## src/rtl/vga_timing_gen.sv

```systemverilog
// ---------------------------------------------------------------------------
// vga_timing_gen
//   VGA raster timing generator. The system clock is divided by two to give
//   the pixel rate; x/y counters sweep the full raster, and two phase FSMs
//   (horizontal and vertical) track sync / back porch / active / front porch.
//   The sync and blank outputs are decoded from FSM state registers that
//   change on the same edge as the counters, so all outputs line up with x/y.
//
// Ports
//   clk         in   system clock (50 MHz nominal), only clock in the block
//   rst_n       in   asynchronous active-low reset
//   x           out  horizontal counter, 0..H_TOTAL-1
//   y           out  vertical counter, 0..V_TOTAL-1
//   hsync       out  horizontal sync, active-low
//   vsync       out  vertical sync, active-low
//   vga_clk     out  pixel clock to the DAC (clk / 2)
//   blank_n     out  high only inside the visible window
//   sync_n      out  composite sync, unused, constant 0
//   pix_tick    out  one-clk pulse on each pixel advance
//   frame_start out  one-clk pulse in the cycle the counters show (0,0)
// ---------------------------------------------------------------------------
module vga_timing_gen #(
  parameter int H_SYNC   = 96,
  parameter int H_BP     = 48,
  parameter int H_ACTIVE = 640,
  parameter int H_FP     = 16,
  parameter int V_SYNC   = 2,
  parameter int V_BP     = 33,
  parameter int V_ACTIVE = 480,
  parameter int V_FP     = 10
) (
  input  logic       clk,
  input  logic       rst_n,
  output logic [9:0] x,
  output logic [9:0] y,
  output logic       hsync,
  output logic       vsync,
  output logic       vga_clk,
  output logic       blank_n,
  output logic       sync_n,
  output logic       pix_tick,
  output logic       frame_start
);

  localparam int H_TOTAL = H_SYNC + H_BP + H_ACTIVE + H_FP;
  localparam int V_TOTAL = V_SYNC + V_BP + V_ACTIVE + V_FP;

  // Last counter value of each phase; a phase FSM leaves its state on the
  // tick edge that moves the counter past this value.
  localparam logic [9:0] H_SYNC_LAST = 10'(H_SYNC - 1);
  localparam logic [9:0] H_BACK_LAST = 10'(H_SYNC + H_BP - 1);
  localparam logic [9:0] H_ACT_LAST  = 10'(H_SYNC + H_BP + H_ACTIVE - 1);
  localparam logic [9:0] H_LAST      = 10'(H_TOTAL - 1);
  localparam logic [9:0] V_SYNC_LAST = 10'(V_SYNC - 1);
  localparam logic [9:0] V_BACK_LAST = 10'(V_SYNC + V_BP - 1);
  localparam logic [9:0] V_ACT_LAST  = 10'(V_SYNC + V_BP + V_ACTIVE - 1);
  localparam logic [9:0] V_LAST      = 10'(V_TOTAL - 1);

  typedef enum logic [1:0] {HSYNC, HBACK, HACT, HFRONT} h_state_e;
  typedef enum logic [1:0] {VSYNC, VBACK, VACT, VFRONT} v_state_e;

  logic       tog_q, tog_d;
  logic [9:0] x_q, x_d;
  logic [9:0] y_q, y_d;
  logic       frame_start_q, frame_start_d;
  h_state_e   h_state_q, h_state_d;
  v_state_e   v_state_q, v_state_d;

  logic x_end, y_end, line_adv;

  assign pix_tick = tog_q;
  assign x_end    = (x_q == H_LAST);
  assign y_end    = (y_q == V_LAST);
  // The vertical side moves only on the tick that ends a line.
  assign line_adv = pix_tick && x_end;

  // Counters: compare against the last value before incrementing so the
  // count never passes through H_TOTAL / V_TOTAL.
  always_comb begin
    // NOTE: every always_comb output gets a default first; a path that left
    // one unassigned would infer a latch.
    tog_d         = ~tog_q;
    x_d           = x_q;
    y_d           = y_q;
    frame_start_d = line_adv && y_end;
    if (pix_tick) begin
      x_d = x_end ? 10'd0 : x_q + 10'd1;
    end
    if (line_adv) begin
      y_d = y_end ? 10'd0 : y_q + 10'd1;
    end
  end

  // Horizontal phase FSM: transitions on the tick whose x is the last value
  // of the current phase, i.e. the same edge on which x enters the next one.
  always_comb begin
    h_state_d = h_state_q;
    if (pix_tick) begin
      unique case (h_state_q)
        HSYNC:  if (x_q == H_SYNC_LAST) h_state_d = HBACK;
        HBACK:  if (x_q == H_BACK_LAST) h_state_d = HACT;
        HACT:   if (x_q == H_ACT_LAST)  h_state_d = HFRONT;
        HFRONT: if (x_end)              h_state_d = HSYNC;
        default:                        h_state_d = HSYNC;
      endcase
    end
  end

  // Vertical phase FSM, same structure, stepped once per line.
  always_comb begin
    v_state_d = v_state_q;
    if (line_adv) begin
      unique case (v_state_q)
        VSYNC:  if (y_q == V_SYNC_LAST) v_state_d = VBACK;
        VBACK:  if (y_q == V_BACK_LAST) v_state_d = VACT;
        VACT:   if (y_q == V_ACT_LAST)  v_state_d = VFRONT;
        VFRONT: if (y_end)              v_state_d = VSYNC;
        default:                        v_state_d = VSYNC;
      endcase
    end
  end

  // NOTE: sequential state uses non-blocking assignments so every flop
  // samples the pre-edge values regardless of statement order.
  always_ff @(posedge clk or negedge rst_n) begin
    if (!rst_n) begin
      tog_q         <= 1'b0;
      x_q           <= 10'd0;
      y_q           <= 10'd0;
      frame_start_q <= 1'b0;
      h_state_q     <= HSYNC;
      v_state_q     <= VSYNC;
    end else begin
      tog_q         <= tog_d;
      x_q           <= x_d;
      y_q           <= y_d;
      frame_start_q <= frame_start_d;
      h_state_q     <= h_state_d;
      v_state_q     <= v_state_d;
    end
  end

  assign x           = x_q;
  assign y           = y_q;
  assign vga_clk     = tog_q;
  assign hsync       = (h_state_q != HSYNC);
  assign vsync       = (v_state_q != VSYNC);
  assign blank_n     = (h_state_q == HACT) && (v_state_q == VACT);
  assign sync_n      = 1'b0;
  assign frame_start = frame_start_q;

endmodule
```

## config.mk

```make
export PLATFORM = sky130hd
export DESIGN_NAME = vga_timing_gen
export DESIGN_NICKNAME = d
export VERILOG_FILES = /design/src/rtl/vga_timing_gen.sv
export SDC_FILE = /design/constraint.sdc
export NUM_CORES = 1
export LEC_CHECK = 0
export ABC_AREA = 1
export CORE_MARGIN = 2
export CORE_UTILIZATION = 57
export CTS_BUF_LIST = sky130_fd_sc_hd__clkbuf_16
export CTS_CLUSTER_DIAMETER = 50
export DETAILED_ROUTE_END_ITERATION = 10
export PLACE_DENSITY_LB_ADDON = 0.3
export SLEW_MARGIN = 10
export SYNTH_ARGS = -nofsm -noshare
export SYNTH_HDL_FRONTEND = slang
export SYNTH_SLANG_ARGS = --single-unit
```

## constraint.sdc

```tcl
create_clock -name clk -period 2.85 [get_ports clk]
set_clock_uncertainty 0.2 [all_clocks]
set_input_delay 0.4275 -clock clk [delete_from_list [all_inputs] [get_ports clk]]
set_output_delay 0.4275 -clock clk [all_outputs]
set_load 0.03 [all_outputs]
```

==> impl_metrics.tcl, run 1 <==
set metrics [dict create \
    synth_top_cells_by_area "dfrtp_1 (37%), nand2_1 (12%), ha_1 (9.3%), inv_1 (7.1%), nor2_1 (5.4%)" \
    post_cts_buffers 0 \
    routed_wl_um 3410 \
    synth-seq-area-share_pct 37.3 \
    coreArea_um2 2980 \
    num_vias 1512 \
    ir_worst_vdd_mv 0.235 \
    stdcell_count 287 \
    drv_cap 0 \
    synth_cell_types 32 \
    power_uw 689 \
    grt_usage_pct 22.4 \
    syn_area_per_cell_um2 7.75 \
    powerDensity_nw_per_um2 325 \
    cp_max_fo 4 \
    syn_nets 240 \
    clock.fmax_mhz 422 \
    first_pass_iters 4 \
    period_needed_ns 2.37 \
    synthTopCellsByCount "nand2_1 (54), inv_1 (33), dfrtp_1 (26), nor2_1 (25), nand3_1 (14)" \
    drive_above_1_share_pct 9.06 \
    final.setup.worst_slack_ns 0.481 \
    clock_latency_ns 0.26 \
    io_buffers 27 \
    netlist_instances 225 \
    yosysMostFrequentCell "nand2_1" \
    grt_overflow 0 \
    grt_max_degree 27 \
    yosysTopAreaCellShare_pct 37.3 \
    nets 270 \
    p_leak_nw 1.05 \
    vias_per_cell 5.27 \
    syn_to_final_growth_pct 21.7 \
    synth-warning-count 0 \
    whs_ns 0.336 \
    h-tree-depth 1 \
    cts_resized 0 \
    period_share_pct 83.1 \
    status "finished clean" \
    synth_largest_area_cell "dfrtp_1" \
    worst_ep_arrival_time_ns 1.74 \
    grt_pass1_vias 1391 \
    grt_pass1_wl_um 5860 \
    initial_core_util_pct 58.5 \
    cts_tree "done" \
    place_congestion 0.843 \
    place_inst 283 \
    die_h_um 59.3 \
    root_buffer "clkbuf_16" \
    clockBufferDepth 2 \
    dp_hpwl_um 2620 \
    clk_pin_slew_ns 0.06 \
    drtIter0Drc 54 \
    fp-row-count 20 \
    synth_edf_count 0 \
    fp.dieW_um 59.3 \
    pre_cts_ws_ns 0.761 \
    startpoint_type "register" \
    slew_viol_final 0 \
    ys.flop_type "dfrtp_1" \
    worstPathRequired_ns 2.22 \
    synth-seq-cells 26 \
    ant_nets 0 \
    cts_buffers 3 \
    insertedDiodeCount 0 \
    tns_ns 0 \
    cts_sinks 26 \
    drc 0 \
    cts_hold_buffers 0 \
    antenna_found_initial 0 \
    ios 29 \
    path_class "reg -> out" \
    wl_per_cell_um 11.9 \
    synth_area_um2 1740 \
    die-area_um2 3520 \
    setup_viol 0 \
    critPathCaptureType "output port" \
    hold_viol_final 0 \
    synthArstFlopShare_pct 100 \
    rsz0062_at_grt "no" \
    holdCritPathClass "in -> async" \
]
power breakdown:
group	switching (mW)	leakage, nW	total, mW	internal, mW
Clock	0.121	0.0385	0.309	0.188
Combinational	0.00880	0.663	0.0109	0.00209
Sequential	0	0.349	0.369	0.369
layout make-up:
type	instances	area, um2
inverters	37	139
fillers	244	857
repair buffers	28	278
well taps	33	41.3
flip-flops and latches	26	651
clock buffers	3	75.1
multi-input cells	159	933
clock inverters	1	3.75
sequential cells by signal, summed over array words and instances (netlist names):
name	cells
frame_start	1
h_state_q	2
pix_tick	1
v_state_q	2
x	10
y	10
routing by layer:
metal	routed length [um]	part of all wire (%)	track usage [%]	vias up
li1	-	-	-	758
met1	1490	44	26.0	723
met2	1750	51	39.2	26
met3	98	2.9	3.28	5
met4	72	2.1	12.3	0
met5	0	0	0	-
layout by cell type, fill, tap and decap left out:
master           netlist  final
nand2_1               54     54
inv_1                 33     33
clkdlybuf4s50_1        0     27
dfrtp_1               26     26
nor2_1                25     25
nand3_1               14     14
ha_1                  13     13
xor2_1                 6      6
a21oi_1                6      6
o21ai_0                5      5
nand4_1                4      4
nor3_1                 4      4
inv_2                  3      3
nand3_2                3      3
nor2_4                 3      3
nor2_2                 3      3
o21ai_1                3      3
clkbuf_16              0      3
nor3_2                 2      2
xnor2_1                2      2
o21bai_1               2      2
clkinv_1               1      2
nand4_4                1      1
nand3_4                1      1
nor2_8                 1      1
nand2_2                1      1
and2_1                 1      1
or2_2                  1      1
and3_1                 1      1
nand3b_1               1      1
a31oi_1                1      1
conb_1                 1      1
buf_4                  2      1
worst paths after layout:
check	startpoint	end	cells after the start	slack [ns]
hold / removal	rst_n	x[4]	2	0.34
hold reg to reg	y[8]	y[8]	1	0.34
setup reg to reg	x[1]	y[9]	7	0.98
min in group clk	y[8]	y[8]	1	0.34
setup / recovery	h_state_q[0]	blank_n	5	0.48
max in group asynchronous	rst_n	x[6]	2	1.87
metrics by stage:
step                instance area (um2)  utilization [%]
detailed placement                 2040             68.6
finish                             2120             71.2
global placement                   2040             68.6
floorplan                          1740                -
global route                       2120             71.2
CTS                                2120             71.2
critical path: stages, from the launching register on:
cell,delay (ns)
dfrtp_1,0.41
inv_1,0.09
ha_1,0.21
nand2_1,0.07
inv_1,0.05
clkdlybuf4s50_1,0.65
cells by family after synthesis:
logic type                 count (synthesis)  share of synthesized area (%)
and+or+nand+nor                          120                           34.7
buffers and inverters                     40                           9.12
DFF                                       26                           37.3
AOI/OAI and AO/OA                         17                           5.24
adders and majority gates                 13                           9.33
xor gates and xnor gates                   8                           4.02
other                                      1                          0.215
Power figures use the tool's default switching activity.
==> run 2, diff against run 1 <==
Settings changed: CORE_UTILIZATION 57 to 48.
Clock period 2.85 ns to 2.16 ns, I/O delays scaled along.
==> run 2 against run 1 <==
Setup slack got worse by 0.41 ns. Die area rose by 17%. Count of clock-buffer cells in the layout did not move. Cell area rose by 0.59%. Flip-flop and latch count did not move. Sequential share of layout area fell by 0.18 points. Worst hold slack got worse by 0.097 ns. Final cell count rose by 4.5%. Wire length rose by 0.18%. Non-clock buffer count did not move. Largest power group unchanged. Critical path type unchanged. Critical endpoint is now vga_clk.
==> impl_metrics.tcl, run 2 (same netlist as run 1, synthesis figures left out) <==
set metrics [dict create \
    path_delay_family "buffers and inverters" \
    grt_overflow 0 \
    seq_area_um2 651 \
    holdCritPathClass "in -> async" \
    cp_slowest_cell "clkdlybuf4s50_1" \
    antenna_found_initial 0 \
    worst-path-buf-inv 1 \
    layout_common_cells "nand2_1 (54), inv_1 (33), dfrtp_1 (26)" \
    period_needed_ns 2.09 \
    cts_buffers 3 \
    n_fill_cell 300 \
    power.internal_uw 737 \
    ios 29 \
    ant_nets 0 \
    combPwrFrac_pct 1.6 \
    first_pass_iters 4 \
    grt_pass1_vias 1366 \
    nets 270 \
    syn_to_final_growth_pct 22.4 \
    vias_per_cell 4.93 \
    worst_ep_arrival_time_ns 1.57 \
    stdcell_count 300 \
    grt_usage_pct 17.7 \
    cpPeakStageDelay_ns 0.74 \
    worstPathRequired_ns 1.64 \
    p_seq_share_pct 53.1 \
    hold_viol_final 0 \
    clock.fmax_mhz 479 \
    multiInputGateArea_um2 933 \
    critPathCaptureType "output port" \
    fp-row-count 21 \
    clockBufferDepth 2 \
    period_share_pct 96.7 \
    root_buffer "clkbuf_16" \
    drc 0 \
    drive_above_1_share_pct 9.06 \
    num_vias 1478 \
    cp_max_fo 9 \
    cts_sinks 26 \
    insertedDiodeCount 0 \
    dp_hpwl_um 2630 \
    drtIter0Drc 56 \
    clk_pin_slew_ns 0.06 \
    layout.cells.most_common "nand2_1" \
    initial_core_util_pct 51.0 \
    startpoint_type "register" \
    coreArea_um2 3420 \
    place_inst 296 \
    tns_ns 0 \
    clock_latency_ns 0.26 \
    rsz0062_at_grt "no" \
    power.switching_uw 180 \
    grt_pass1_wl_um 5890 \
    place_congestion 0.847 \
    grt_max_degree 27 \
    wl_per_cell_um 11.4 \
    status "finished clean" \
    slew_viol_final 0 \
    path_class "reg -> out" \
    die-area_um2 4130 \
    h-tree-depth 1 \
    ir_worst_vdd_mv 0.223 \
    routed_wl_um 3410 \
    io_buffers 27 \
    powerDensity_nw_per_um2 430 \
    cts_hold_buffers 0 \
    p_sw_share_pct 19.6 \
    cts_tree "done" \
    pwr-share-clk_pct 45.3 \
    p_leak_nw 1.06 \
    fp.dieW_um 64.3 \
    setup_viol 0 \
    drv_cap 0 \
    crit_chain "clkdlybuf4s50_1" \
    die_h_um 64.3 \
]
run 2: timing repair:
item | 4_1_cts | 5_1_grt
gates resized for setup | 3 | 0
endpoints found under the setup margin | 3 | 0
hold endpoints to repair | 0 | 0
buffers inserted | 0 | 0
run 2: layer usage:
| layer | vias up | part of all wire [%] | track usage, % |
|---|---|---|---|
| met5 | - | 0 | 0 |
| met4 | 0 | 1.2 | 4.79 |
| met3 | 5 | 2.8 | 1.76 |
| met2 | 22 | 49 | 32.0 |
| met1 | 697 | 47 | 22.2 |
| li1 | 754 | - | - |
run 2: layout make-up:
type / count / share of cell area [%]
clock buffer: 3 / 3.52
clock inverter: 1 / 0.176
inverter: 37 / 6.51
multi-input combinational: 159 / 43.8
sequential: 26 / 30.5
tap: 46 / 2.70
timing repair buffer: 28 / 12.8
run 2: stage by stage:
| step | instance area, um2 | total power, mW | worst slack (ns) | utilization [%] | hold WS, ns |
|---|---|---|---|---|---|
| after detailed placement | 2060 | 0.511 | 0.180 | 60.3 | 0.323 |
| after global placement | 2060 | 0.511 | 0.209 | 60.3 | 0.313 |
| after global routing | 2130 | 0.948 | 0.0365 | 62.5 | 0.272 |
| after floorplan | 1740 | 0.500 | 0.281 | - | -0.172 |
| after CTS | 2130 | 0.923 | 0.0585 | 62.5 | 0.252 |
| final | 2130 | 0.917 | 0.0703 | 62.5 | 0.239 |
run 2: power by group through the flow:
stage	Clock (mW)	Combinational [mW]	Sequential (mW)
floorplan	0	0.00366	0.496
global placement	0	0.0152	0.496
detailed placement	0	0.0153	0.496
CTS	0.421	0.0154	0.487
global route	0.445	0.0170	0.486
finish	0.416	0.0146	0.487
run 2: path summary, 6_finish.rpt:
kind | from | to | slack (ns) | depth (start not counted)
setup / recovery | pix_tick | vga_clk | 0.07 | 1
hold / removal | rst_n | x[6] | 0.24 | 2
setup reg to reg | x[1] | y[9] | 0.31 | 7
hold reg to reg | h_state_q[1] | h_state_q[1] | 0.32 | 2
max in group asynchronous | rst_n | y[0] | 1.27 | 2
min in group clk | h_state_q[1] | h_state_q[1] | 0.32 | 2
==> run 3, diff against run 2 <==
Settings changed: SLEW_MARGIN 10 to 20.
==> results of run 3 <==
The final DEF is identical to that of run 2; final timing and power are the same.
